$ cat config.mk
export PLATFORM = sky130hd
export DESIGN_NAME = stall_scoreboard
export DESIGN_NICKNAME = d
export VERILOG_FILES = /design/src/rtl/stall_scoreboard.sv
export SDC_FILE = /design/constraint.sdc
export NUM_CORES = 1
export LEC_CHECK = 0
export BUFFER_PORTS_ARGS = -buffer_cell sky130_fd_sc_hd__clkbuf_2
export CORE_MARGIN = 1
export CORE_UTILIZATION = 55
export CTS_CLUSTER_DIAMETER = 40
export DETAILED_ROUTE_END_ITERATION = 10
export GPL_ROUTABILITY_DRIVEN = 0
export PLACE_DENSITY = 0.73
export SETUP_SLACK_MARGIN = 0.2
export SYNTH_ARGS = -nofsm -noshare
export SYNTH_HDL_FRONTEND = slang
export SYNTH_SLANG_ARGS = --single-unit
$ cat constraint.sdc
create_clock -name clk_i -period 4.2 [get_ports clk_i]
set_clock_uncertainty 0.05 [all_clocks]
set_input_delay 0 -clock clk_i [delete_from_list [all_inputs] [get_ports clk_i]]
set_output_delay 0 -clock clk_i [all_outputs]
set_load 0.01 [all_outputs]
$ cat src/rtl/stall_scoreboard.sv
// Hazard-detection scoreboard for an in-order pipeline: tracks per-register result
// latency and multiplier occupancy, and holds the IF/ID instruction while a hazard exists.
module stall_scoreboard #(
  parameter int REG_AW   = 5,
  parameter int CNT_W    = 3,
  parameter int LOAD_LAT = 1,
  parameter int MUL_LAT  = 3
) (
  input  logic              clk_i,
  input  logic              rst_i,
  input  logic              issue_valid_i,
  input  logic [REG_AW-1:0] rs_i,
  input  logic [REG_AW-1:0] rt_i,
  input  logic              rs_used_i,
  input  logic              rt_used_i,
  input  logic [REG_AW-1:0] rd_i,
  input  logic              wr_en_i,
  input  logic              is_load_i,
  input  logic              is_mul_i,
  input  logic              flush_i,
  output logic              PCWrite_o,
  output logic              IF_IDWrite_o,
  output logic              bubble_o,
  output logic [15:0]       stall_cnt_o
);

  localparam int NREG = 2 ** REG_AW;

  // Issue rule: the IF/ID instruction issues on an edge where issue_valid_i=1,
  // flush_i=0 and stall=0. Stalled or flushed instructions leave no trace.

  logic [CNT_W-1:0] pend [NREG];
  logic [CNT_W-1:0] mul_busy;
  logic [15:0]      stall_cnt;

  logic [CNT_W-1:0] lat;
  logic             raw_rs;
  logic             raw_rt;
  logic             raw_hz;
  logic             waw_hz;
  logic             struct_hz;
  logic             stall;
  logic             issue;

  always_comb begin
    lat = '0;
    if (is_load_i) begin
      lat = CNT_W'(LOAD_LAT);
    end else if (is_mul_i) begin
      lat = CNT_W'(MUL_LAT);
    end
  end

  // Register 0 is excluded explicitly even though its counter is held at zero.
  assign raw_rs    = rs_used_i && (rs_i != '0) && (pend[rs_i] != '0);
  assign raw_rt    = rt_used_i && (rt_i != '0) && (pend[rt_i] != '0);
  assign raw_hz    = raw_rs || raw_rt;
  assign waw_hz    = wr_en_i && (rd_i != '0) && (pend[rd_i] > lat);
  assign struct_hz = is_mul_i && (mul_busy != '0);

  assign stall = issue_valid_i && !flush_i && (raw_hz || waw_hz || struct_hz);
  assign issue = issue_valid_i && !flush_i && !stall;

  always_ff @(posedge clk_i or negedge rst_i) begin
    if (!rst_i) begin
      for (int r = 0; r < NREG; r++) begin
        pend[r] <= '0;
      end
    end else begin
      pend[0] <= '0;
      for (int r = 1; r < NREG; r++) begin
        if (issue && wr_en_i && (rd_i == REG_AW'(r)) && (lat != '0)) begin
          pend[r] <= lat;
        end else if (pend[r] != '0) begin
          pend[r] <= pend[r] - 1'b1;
        end
      end
    end
  end

  always_ff @(posedge clk_i or negedge rst_i) begin
    if (!rst_i) begin
      mul_busy <= '0;
    end else if (issue && is_mul_i) begin
      mul_busy <= CNT_W'(MUL_LAT);
    end else if (mul_busy != '0) begin
      mul_busy <= mul_busy - 1'b1;
    end
  end

  // Saturating so long-running profiles never wrap back to small values.
  always_ff @(posedge clk_i or negedge rst_i) begin
    if (!rst_i) begin
      stall_cnt <= '0;
    end else if (stall && (stall_cnt != 16'hFFFF)) begin
      stall_cnt <= stall_cnt + 16'd1;
    end
  end

  assign PCWrite_o    = !stall;
  assign IF_IDWrite_o = !stall;
  assign bubble_o     = stall;
  assign stall_cnt_o  = stall_cnt;

endmodule

[After elaboration in Yosys (flattened, before gate mapping)]
Index checks and enable logic that the tools add are counted.
Storage, ports and cells
  logic and storage cells: 330
  output and inout port bits: 19
  register bits: 112
Operators by class
  order comparisons: 4
  $add $sub $neg: 33
  bitwise gates (word level): 3
  equal/unequal tests: 32
  reduce and logical (&&, ||, !) cells: 150
  multiplexer cells: 75
Operators by type and width (count)
  3-bit 2-to-1 mux: 71
  3-bit nonzero test: 35
  3-bit by 1-bit subtractor with 3-bit output (second input constant): 32
  5-bit == test (second input constant): 16
  1-bit logical AND: 75
  2-bit nonzero test: 32
  3-bit binary-select mux with 5-bit select: 3
  5-bit by 4-bit == test with 1-bit output (second input constant): 8
  5-bit by 3-bit == test with 1-bit output (second input constant): 4
  6-bit greater-or-equal comparator (second input constant): 3
  5-bit inverter with 6-bit output: 3
  16-bit by 1-bit adder with 16-bit output (second input constant): 1
  16-bit != test (second input constant): 1
  5-bit nonzero test: 3
  5-bit by 2-bit == test with 1-bit output (second input constant): 2
  5-bit by 1-bit == test with 1-bit output (second input constant): 1
  3-bit > comparator: 1
  1-bit logical OR: 3
  1-bit zero test: 2
  2-bit 2-to-1 mux: 1

[Logic depth before layout (Yosys ltp)]
Gate-level depths: netlist of run 1.
  depth after elaboration: 16
  depth in mapped cells: 20
  mapped depth without buffers: 17

[Worst setup path after synthesis of run 1]
Ideal clock, no wire load.
  path kind: in2reg
  from: input port rd_i[0]
  to: register pend[29] in the netlist's numbering
  buffers on the path: 5
  slack: 510 ps
  stages on the path: 17
  arrival: 3520 ps
  data required time: 4030 ps
  library setup time: 120 ps
  path through: buf_4 > buf_6 > buf_2 > mux4_2 > mux4_2 > mux2_2 > ha_1 > nor2b_1 > o21ai_0 > nand3_1 > o221ai_1 > o31ai_1 > nor3_2 > buf_4 > buf_6 > nand4_1 > nor2b_1
On the way
  longest elaborated chain between the ends: 15
  elaborated cells on any way between the ends: 19
  classes of those cells: order compare (1); eq/ne (1); mux (4); bitwise (1); reduce/logical (12)
Ends and longest elaborated chain
  from (decl): line 16  | input logic [REG_AW-1:0] rd_i,
  5-bit inverter with 6-bit output (implied by the code): line 58  | assign waw_hz = wr_en_i && (rd_i != '0) && (pend[rd_i] > lat);
  3-bit binary-select mux with 5-bit select: line 58
  3-bit 2-to-1 mux (implied by the code) (2 in a row): line 58
  3-bit > comparator: line 58
  1-bit logical AND: line 58
  1-bit logical OR (2 in a row): line 61  | assign stall = issue_valid_i && !flush_i && (raw_hz || waw_hz || struct_hz);
  1-bit logical AND: line 61
  1-bit zero test: line 62  | assign issue = issue_valid_i && !flush_i && !stall;
  1-bit logical AND: line 62
  1-bit logical AND: line 72  | if (issue && wr_en_i && (rd_i == REG_AW'(r)) && (lat != '0)) begin
  1-bit logical AND (*) (2 in a row): line 72
  3-bit 2-to-1 mux or 2-bit nonzero test (tied branches)
  to (signal, indexed assignment): line 73  | pend[r] <= lat;
  to (signal, indexed assignment): line 75  | pend[r] <= pend[r] - 1'b1;
  to (decl): line 32  | logic [CNT_W-1:0] pend [NREG];
Every way passes the cells marked *; elsewhere a longest branch is shown, timed or not. The select of a mux whose other input is x is not followed.
A chain may end at the register's enable or synchronous reset.

[Final worst setup path of run 1]
  from: register pend[64] in the netlist's numbering
  to: register pend[7] in the netlist's numbering
On the way
  longest elaborated chain between the ends: 15
  elaborated cells on any way between the ends: 26
  classes of those cells: order compare (1); mux (10); reduce/logical (15)
Ends and longest elaborated chain (line)
  parallel branches: the longest is 6 deep, another holds 3-bit > comparator
  1-bit logical OR (*) (2 in a row): 61
  1-bit logical AND (*): 61
  1-bit zero test (*): 62
  1-bit logical AND (*): 62
  1-bit logical AND (*) (3 in a row): 72
  3-bit 2-to-1 mux or 2-bit nonzero test (tied branches)
Mark *: on every way between the ends. The select of a mux whose other input is x is not followed.

==> impl_metrics.env, run 1 <==
export IMPL_status="finished with violations"
export IMPL_violations="DRC"
export IMPL_setup_worst_path_start="pend[64]"
export IMPL_io_pins=43
export IMPL_peakVddDrop_uv=372
export IMPL_drt_iter0_markers=547
export IMPL_cts_made_buffers=9
export IMPL_nNetsFinal=1015
export IMPL_clk_latency_ns=0.37
export IMPL_floorplan_initialDensity_pct=57.0
export IMPL_power_density_nw_per_um2=697
export IMPL_seqCellArea_um2=2800
export IMPL_tightest_slew_ns=0.939
export IMPL_io_buffers=42
export IMPL_multiInputGateArea_um2=5120
export IMPL_gr_total_overflow=0
export IMPL_fmax_ghz=0.258
export IMPL_syn_cell_area_um2=8380
export IMPL_hold_path_class="input pin to register"
export IMPL_cts_sinks=112
export IMPL_grt_setup_unrepaired="false"
export IMPL_grt_total_usage_pct=28.1
export IMPL_ys_seq_area_share_pct=33.4
export IMPL_synthArstFlopShare_pct=100
export IMPL_hp_start="flush_i"
export IMPL_dr_pass1_iters=11
export IMPL_wire_per_inst_um=19.1
export IMPL_cts_tree="done"
export IMPL_setup_viol=0
export IMPL_worstPathMaxFanout=8
export IMPL_clockBufferDepth=2
export IMPL_grt_max_degree=74
export IMPL_total_power_uw=6390
export IMPL_drcViolationCount=2
export IMPL_holdWs_ns=0.111
export IMPL_clk_pin_slew_worst_paths_ns=0.08
export IMPL_hpwl_um=15300
export IMPL_rows=44
export IMPL_path_class="register to register"
export IMPL_synth_cells=885
export IMPL_htreeDepth=3
export IMPL_synth_distinct_cells=60
export IMPL_drive_gt1_share_pct=14.5
export IMPL_syn_to_final_growth_pct=9.54
export IMPL_leakage_uw=0.00454
export IMPL_core_area_um2=14700
export IMPL_setup_worst_path_start_class="register"
export IMPL_fillers=1257
export IMPL_place_inst=1085
export IMPL_r2r_start="pend[64]"
export IMPL_required_ns=4.43
export IMPL_end_kind="register"
export IMPL_setup_tns_ns=0
export IMPL_finalHoldViolCount=0
export IMPL_synth_edf_count=0
export IMPL_vias=6830
export IMPL_finalCriticalPeriod_ns=3.88
export IMPL_n_antenna_cell=0
export IMPL_grt_pass1_wl_um=34300
export IMPL_layoutNonFillerInstCount=1112
export IMPL_viasPerCell=6.14
export IMPL_yosys_warnings=0
export IMPL_synth_main_ff_cell="dfrtp_1"
export IMPL_avgSynthCellArea_um2=9.47
export IMPL_synth_nets=976
export IMPL_drv_cap=0
export IMPL_cp_arrival_ns=4.11
export IMPL_grt_pass1_vias=6643
export IMPL_root_buffer="clkbuf_16"
export IMPL_fp_dieH_um=125
export IMPL_routed_wl_um=21200
export IMPL_fp_dieW_um=125
export IMPL_postRouteAntennaNets=0
export IMPL_min_period_over_period_pct=92.3
export IMPL_yosys_register_bits=112
export IMPL_antenna_found_initial=0
export IMPL_dieArea_um2=15700
export IMPL_final_max_slew_viol_count=0
export IMPL_max_slew_margin_pct=37.4
-- kinds of logic (layout without fill, tap and decap cells) --
| logic type | after synthesis | after routing | share of synthesized area [%] |
|---|---|---|---|
| AND/OR/NAND/NOR | 335 | 335 | 21.0 |
| AO/OA/AOI/OAI | 115 | 115 | 8.54 |
| flip-flops | 112 | 112 | 33.4 |
| buffers and inverters | 112 | 155 | 5.70 |
| multiplexers | 98 | 98 | 16.5 |
| adder cells (fa/ha/maj) | 67 | 67 | 10.0 |
| XOR/XNOR | 46 | 46 | 4.81 |
-- layer usage --
metal  global-route usage [%]  vias to the layer above  part of all wire (%)
li1                         -                     3195                     -
met1                     37.8                     3310                    43
met2                     43.6                      282                    46
met3                     5.82                       43                   7.7
met4                     13.3                        0                   3.1
met5                        0                        -                     0
-- report_power, final --
part / internal [uW] / switching, uW / total [uW]
sequential: 1630 / 674 / 2300
clock: 463 / 430 / 894
combinational: 1580 / 1610 / 3200
total: 3680 / 2720 / 6390
-- cell type report --
| type | count | area share, % |
|---|---|---|
| tap | 184 | 2.51 |
| clock inverter | 6 | 0.750 |
| timing repair buffer | 70 | 5.13 |
| multi-input combinational | 661 | 55.8 |
| sequential | 112 | 30.5 |
| inverter | 70 | 2.86 |
| clock buffer | 9 | 2.45 |
-- metrics by stage --
step	area (um^2)	worst slack [ns]	util (%)
6_report	9180	0.324	62.4
5_1_grt	9180	0.170	62.4
4_1_cts	9070	0.243	61.7
3_5_place_dp	8760	0.303	59.6
3_3_place_gp	8760	0.347	59.6
2_1_floorplan	8380	0.510	-
-- registers in the layout (all words and copies together), names as in the netlist --
signal and flops:
stall_cnt_o 16, mul_busy 3, pend 93
-- synthesized netlist by cell type, types with 5 or more instances --
cell type	count	area, um^2
a21oi_1	26	130
a31oi_1	14	87.6
and2_1	7	43.8
and3_1	25	156
buf_1	5	18.8
buf_2	7	35.0
buf_4	5	37.5
clkbuf_1	21	78.8
dfrtp_1	112	2800
ha_1	67	838
inv_1	70	263
mux2_2	7	78.8
mux2i_1	60	601
mux4_2	30	676
nand2_1	90	338
nand2b_1	43	269
nand3_1	16	80.1
nand4_1	8	50.1
nand4_2	6	75.1
nor2_1	54	203
nor2b_1	16	100
nor3_1	30	150
nor4_1	20	125
o21ai_0	39	195
xnor2_1	31	272
xor2_1	15	131
-- final timing paths --
kind,endpoint,slack (ns),cells past startpoint
worst max-delay path,pend[7],0.32,14
worst min-delay path,pend[33],0.11,5
worst max register to register,pend[7],0.32,14
worst min register to register,stall_cnt_o[10],0.44,1
max in group asynchronous,pend[14],2.73,3
min in group asynchronous,pend[85],0.26,2
-- layout by cell type (no fill, tap or decap), types with 6 or more instances in the layout --
master	n
dfrtp_1	112
o21ai_0	38
mux2i_1	60
a31oi_1	14
nand4_1	8
mux4_2	30
mux2_2	7
buf_4	24
nor2_1	54
a21oi_1	26
xnor2_1	31
nand3_1	16
clkbuf_2	41
and3_1	25
xor2_1	15
ha_1	67
nor3_1	30
nand4_2	6
clkbuf_16	10
nand2_1	90
nor2b_1	16
inv_1	70
and2_1	7
nor4_1	20
nand2b_1	43
-- worst max-delay path, stage by stage, from the launching register on --
cell and delay [ns]:
dfrtp_1 0.43, mux4_2 0.51, mux4_2 0.49, mux2_2 0.28, ha_1 0.28, nor2b_1 0.13, o21ai_1 0.15, nand3_1 0.11
o221ai_2 0.18, o31ai_2 0.12, nor3_4 0.31, buf_4 0.17, buf_4 0.15, and4_4 0.24, mux2i_1 0.20
-- what timing repair did --
| item | 4_1_cts | 5_1_grt |
|---|---|---|
| gates cloned | 0 | 1 |
| pin swaps | 1 | 1 |
| setup endpoints to repair | 1 | 12 |
| buffers inserted | 0 | 9 |
| gates resized for setup | 0 | 4 |
| hold buffers | 2 | 0 |
| hold endpoints to repair | 74 | 0 |
No activity file was read; power rests on OpenSTA's default activity.
==> run 2, diff against run 1 <==
--- a/config.mk
+++ b/config.mk
@@ -11,7 +11,8 @@
 export CTS_CLUSTER_DIAMETER = 40
 export DETAILED_ROUTE_END_ITERATION = 10
 export GPL_ROUTABILITY_DRIVEN = 0
-export PLACE_DENSITY = 0.73
+export PLACE_DENSITY_LB_ADDON = 0.15
+export REMOVE_ABC_BUFFERS = 1
 export SETUP_SLACK_MARGIN = 0.2
 export SYNTH_ARGS = -nofsm -noshare
 export SYNTH_HDL_FRONTEND = slang
==> run 2 against run 1 <==
  * The flow still finishes with violations (DRC)
  * Flip-flop and latch count is the same
  * Critical path type unchanged
  * Critical path depth unchanged
  * Power is 3.9% higher
  * Critical endpoint is now pend[70]
  * Die area is the same
  * Worst setup slack worse by 0.13 ns
  * Core utilization up 0.52 points
  * Largest power group unchanged
  * Clock power grew 6.8%
==> impl_metrics.env, run 2 (synthesis results as in run 1) <==
export IMPL_power_switching_uw=2870
export IMPL_place_inst=1084
export IMPL_clk_latency_ns=0.36
export IMPL_cts_sinks=112
export IMPL_reg2regPathDepth=14
export IMPL_antenna_found_initial=0
export IMPL_clockBufferDepth=2
export IMPL_power_frac_seq_pct=35.6
export IMPL_routed_wl_um=23300
export IMPL_cp_arrival_ns=4.24
export IMPL_tightest_slew_ns=1.06
export IMPL_hold_path_class="input pin to register"
export IMPL_floorplan_initialDensity_pct=57.0
export IMPL_dr_pass1_iters=10
export IMPL_setup_worst_path_start_class="register"
export IMPL_fmax_ghz=0.249
export IMPL_min_period_over_period_pct=95.5
export IMPL_peakVddDrop_uv=419
export IMPL_viasPerCell=6.42
export IMPL_end_kind="register"
export IMPL_n_antenna_cell=0
export IMPL_holdWs_ns=0.108
export IMPL_nNetsFinal=1015
export IMPL_power_density_nw_per_um2=718
export IMPL_rows=44
export IMPL_clkPwrFrac_pct=14.4
export IMPL_grt_max_degree=77
export IMPL_combPwrFrac_pct=50.1
export IMPL_grt_total_usage_pct=30.6
export IMPL_clk_pin_slew_worst_paths_ns=0.08
export IMPL_gr_total_overflow=0
export IMPL_largest_register="pend"
export IMPL_fp_dieH_um=125
export IMPL_layoutNonFillerInstCount=1113
export IMPL_drv_cap=0
export IMPL_hpwl_um=16300
export IMPL_swShare_pct=43.1
export IMPL_root_buffer="clkbuf_16"
export IMPL_path_cells="mux4_2 -> mux4_2 -> mux2_2 -> ha_1 -> nor2b_1 -> o21ai_1 -> nand3_1 -> o221ai_2 -> o31ai_2 -> nor3_4 -> buf_4 -> buf_12 -> and4_4 -> mux2i_1"
export IMPL_max_slew_margin_pct=29.0
export IMPL_finalHoldViolCount=0
export IMPL_grt_setup_unrepaired="true"
export IMPL_violations="DRC"
export IMPL_power_report_internal_total_uw=3780
export IMPL_final_cell_mix="112 x dfrtp_1, 90 x nand2_1, 70 x inv_1"
export IMPL_htreeDepth=3
export IMPL_wire_per_inst_um=21.0
export IMPL_cts_tree="done"
export IMPL_path_class="register to register"
export IMPL_largest_register_ffs=93
export IMPL_hp_start="flush_i"
export IMPL_total_power_uw=6650
export IMPL_postRouteAntennaNets=0
export IMPL_required_ns=4.43
export IMPL_vias=7149
export IMPL_rrSetupSlack_ns=0.19
export IMPL_placed_area_um2=8750
export IMPL_min_to="mul_busy[0]"
export IMPL_drcViolationCount=2
export IMPL_fin_area_um2=9260
export IMPL_grt_pass1_wl_um=37100
export IMPL_dieArea_um2=15700
export IMPL_cpPeakStageDelay_ns=0.52
export IMPL_leakage_uw=0.00457
export IMPL_core_area_um2=14700
export IMPL_cp_common_cell="mux4_2"
export IMPL_layout_commonest_cell="dfrtp_1"
export IMPL_drive_gt1_share_pct=14.6
export IMPL_critPathSlowestCell="mux4_2"
export IMPL_grt_pass1_vias=7217
export IMPL_worstPathMaxFanout=14
export IMPL_setup_viol=0
export IMPL_r2r_end="pend[70]"
export IMPL_cts_made_buffers=9
export IMPL_status="finished with violations"
export IMPL_r2r_start="pend[37]"
export IMPL_syn_to_final_growth_pct=10.5
export IMPL_drt_iter0_markers=708
export IMPL_fp_dieW_um=125
export IMPL_io_buffers=42
export IMPL_hold_depth=5
export IMPL_finalCriticalPeriod_ns=4.01
export IMPL_final_max_slew_viol_count=0
export IMPL_io_pins=43
## run 2: power by group through the flow
stage                     Sequential [uW]  Combinational, uW  Clock (uW)
after detailed placement             2340               3150           0
after floorplan                      2110               2410           0
final                                2360               3330         955
after global placement               2300               2910           0
after CTS                            2330               3230         969
after global routing                 2420               3750        1010
## run 2: worst max-delay path: cells and delay by family (launching register included)
family	cells	cell delay, ns
AND/OR/NAND/NOR	4	0.80
adder cells (fa/ha/maj)	1	0.29
buffers and inverters	2	0.37
flip-flops	1	0.41
multiplexers	4	1.50
AO/OA/AOI/OAI	3	0.50
## run 2: layer usage
metal / wire length, um / track usage (%)
met5: 0 / 0
met4: 966 / 14.4
met3: 1630 / 6.08
met2: 11400 / 51.3
met1: 9270 / 37.9
## run 2: layout make-up
class,instances,area (um^2)
clock buffer,9,225
sequential,112,2800
timing repair buffer,70,513
multi-input combinational,661,5120
inverter,70,263
clock inverter,7,103
tap,184,230
fill,1229,5440
## run 2: stage by stage
step / TNS (ns) / util (%) / setup WS, ns
6_report: 0 / 63.0 / 0.191
3_3_place_gp: 0 / 59.5 / 0.264
3_5_place_dp: 0 / 59.5 / 0.138
4_1_cts: 0 / 62.2 / 0.232
5_1_grt: 0 / 63.0 / 0.0882
2_1_floorplan: -97.73 / - / -1.11
## run 2: how the worst max path moves through the flow
stage,slack [ns],end,cells past startpoint,startpoint
after floorplan,-1.11,pend[29],12,pend[4]
after global routing,0.09,stall_cnt_o[15],14,pend[37]
after global placement,0.26,stall_cnt_o[1],14,rd_i[0]
final,0.19,pend[70],14,pend[37]
after CTS,0.23,bubble_o,14,pend[46]
after detailed placement,0.14,pend[7],14,rd_i[0]
## run 2: repair_timing
item | 4_1_cts | 5_1_grt
gates resized for setup | 0 | 4
endpoints found under the setup margin | 3 | 25
pin swaps | 1 | 1
setup buffers | 2 | 6
cloned | 1 | 2
endpoints found under the hold margin | 77 | 0
hold buffers | 2 | 0
==> run 3, diff against run 2 <==
--- a/config.mk
+++ b/config.mk
@@ -6,8 +6,10 @@
 export NUM_CORES = 1
 export LEC_CHECK = 0
 export BUFFER_PORTS_ARGS = -buffer_cell sky130_fd_sc_hd__clkbuf_2
+export CELL_PAD_IN_SITES_DETAIL_PLACEMENT = 1
+export CELL_PAD_IN_SITES_GLOBAL_PLACEMENT = 2
 export CORE_MARGIN = 1
-export CORE_UTILIZATION = 55
+export CORE_UTILIZATION = 40
 export CTS_CLUSTER_DIAMETER = 40
 export DETAILED_ROUTE_END_ITERATION = 10
 export GPL_ROUTABILITY_DRIVEN = 0
==> run 3 against run 2 <==
  * The flow now finishes without violations
  * Sequential power decreased by 2%
  * Flip-flop and latch count unchanged
  * Cell count rose by 8.0%
  * Register-to-register slack improved by 0.16 ns
  * Sequential share of layout area fell by 0.46 points
  * Wire length grew 15%
==> impl_metrics.env, run 3 (synthesis results as in run 1) <==
export IMPL_layout_commonest_cell="dfrtp_1"
export IMPL_finalCriticalPeriod_ns=3.85
export IMPL_required_ns=4.42
export IMPL_routed_wl_um=26800
export IMPL_swShare_pct=44.0
export IMPL_drt_iter0_markers=335
export IMPL_clk_pin_slew_worst_paths_ns=0.09
export IMPL_floorplan_initialDensity_pct=41.1
export IMPL_wire_per_inst_um=22.3
export IMPL_min_period_over_period_pct=91.7
export IMPL_critPathSlowestCell="mux4_2"
export IMPL_drcViolationCount=0
export IMPL_largest_register="pend"
export IMPL_power_density_nw_per_um2=714
export IMPL_power_report_internal_total_uw=3760
export IMPL_max_slew_margin_pct=31.2
export IMPL_fmax_ghz=0.260
export IMPL_io_pins=43
export IMPL_hold_path_class="input pin to register"
export IMPL_tightest_slew_ns=1.03
export IMPL_cts_sinks=112
export IMPL_cts_tree="done"
export IMPL_power_switching_uw=2950
export IMPL_fp_dieW_um=147
export IMPL_core_area_um2=20400
export IMPL_fin_area_um2=9410
export IMPL_gr_total_overflow=0
export IMPL_dr_pass1_iters=4
export IMPL_multiInputGateArea_um2=5150
export IMPL_placed_area_um2=8880
export IMPL_viasPerCell=5.83
export IMPL_htreeDepth=3
export IMPL_clkPwrFrac_pct=14.2
export IMPL_drv_cap=0
export IMPL_power_frac_seq_pct=34.6
export IMPL_largest_register_ffs=93
export IMPL_setup_worst_path_start_class="register"
export IMPL_vias=7002
export IMPL_finalHoldViolCount=0
export IMPL_place_inst=1169
export IMPL_cp_top_family="multiplexers"
export IMPL_seqCellArea_um2=2810
export IMPL_layoutNonFillerInstCount=1202
export IMPL_final_max_slew_viol_count=0
export IMPL_cpPeakStageDelay_ns=0.53
export IMPL_nNetsFinal=1018
export IMPL_antenna_found_initial=0
export IMPL_io_buffers=42
export IMPL_cp_arrival_ns=4.06
export IMPL_status="completed"
export IMPL_clk_latency_ns=0.37
export IMPL_path_cells="mux4_2 -> mux4_2 -> mux2_2 -> ha_4 -> nor2b_1 -> o21ai_1 -> nor2_1 -> o221ai_2 -> o31ai_4 -> nor3_4 -> buf_4 -> buf_12 -> buf_4 -> nor3_2 -> mux2_2"
export IMPL_final_cell_mix="110 x dfrtp_1, 90 x nand2_1, 70 x inv_1"
export IMPL_grt_max_degree=62
export IMPL_rows=52
export IMPL_worstPathMaxFanout=6
export IMPL_grt_setup_unrepaired="false"
export IMPL_path_class="register to register"
export IMPL_clockBufferDepth=2
export IMPL_setup_viol=0
export IMPL_drive_gt1_share_pct=15.6
export IMPL_grt_pass1_vias=7577
export IMPL_fillers=2315
export IMPL_leakage_uw=0.00458
export IMPL_hpwl_um=19200
export IMPL_combPwrFrac_pct=51.2
export IMPL_dieArea_um2=21500
export IMPL_grt_total_usage_pct=26.1
export IMPL_pre_cts_ws_ns=0.201
export IMPL_peakVddDrop_uv=262
export IMPL_root_buffer="clkbuf_16"
export IMPL_fp_dieH_um=147
export IMPL_grt_pass1_wl_um=43000
export IMPL_end_kind="register"
export IMPL_final_core_util_pct=46.2
export IMPL_cts_made_buffers=9
export IMPL_n_antenna_cell=0
export IMPL_cp_buffers_inverters=3
export IMPL_fin_ws_ns=0.351
export IMPL_syn_to_final_growth_pct=12.3
export IMPL_postRouteAntennaNets=0
## run 3: stage by stage
step,TNS (ns),hold WS (ns),total power (uW)
after global routing,0,0.147,7300
final,0,0.114,6710
after global placement,0,0.147,5310
after CTS,0,0.0982,6630
after floorplan,-97.73,-0.346,4520
after detailed placement,0,0.149,5600
## run 3: area by class of cell
type                       instances  area share [%]
inverter                          70            2.79
timing repair buffer              73            5.72
clock buffer                       9            2.39
tap                              270            3.59
multi-input combinational        661            54.8
sequential                       112            29.8
clock inverter                     7           0.891
## run 3: final timing paths
kind	endpoint	start	cells after the start	slack [ns]
max	stall_cnt_o[1]	pend[25]	15	0.35
min	pend[77]	wr_en_i	4	0.11
max reg2reg	stall_cnt_o[1]	pend[25]	15	0.35
min reg2reg	stall_cnt_o[4]	stall_cnt_o[4]	1	0.45
max in group asynchronous	pend[58]	rst_i	3	3.18
min in group asynchronous	pend[62]	rst_i	3	0.27
## run 3: worst min-delay path, stage by stage
cell	delay, ns
clkbuf_2	0.14
nand2_1	0.12
nor4b_1	0.09
a21oi_1	0.14
## run 3: layer usage
layer	track usage (%)	up-vias	share of wire, %
met5	0	-	0
met4	9.64	0	2.6
met3	2.48	41	3.6
met2	45.0	151	50
met1	34.0	3618	44
li1	-	3192	-
## run 3: what timing repair did
item / in CTS / in global routing
hold endpoints to repair: 114 / 0
gates cloned: 1 / 0
hold buffers: 2 / 0
pin swaps: 1 / 3
resized for setup: 0 / 12
endpoints found under the setup margin: 3 / 44
setup buffers: 1 / 13
## run 3: power by group through the flow
stage | combinational (uW) | sequential, uW | clock, uW
after floorplan | 2410 | 2110 | 0
after global placement | 3020 | 2290 | 0
after detailed placement | 3270 | 2330 | 0
after CTS | 3340 | 2320 | 968
after global routing | 3900 | 2410 | 997
final | 3440 | 2320 | 950
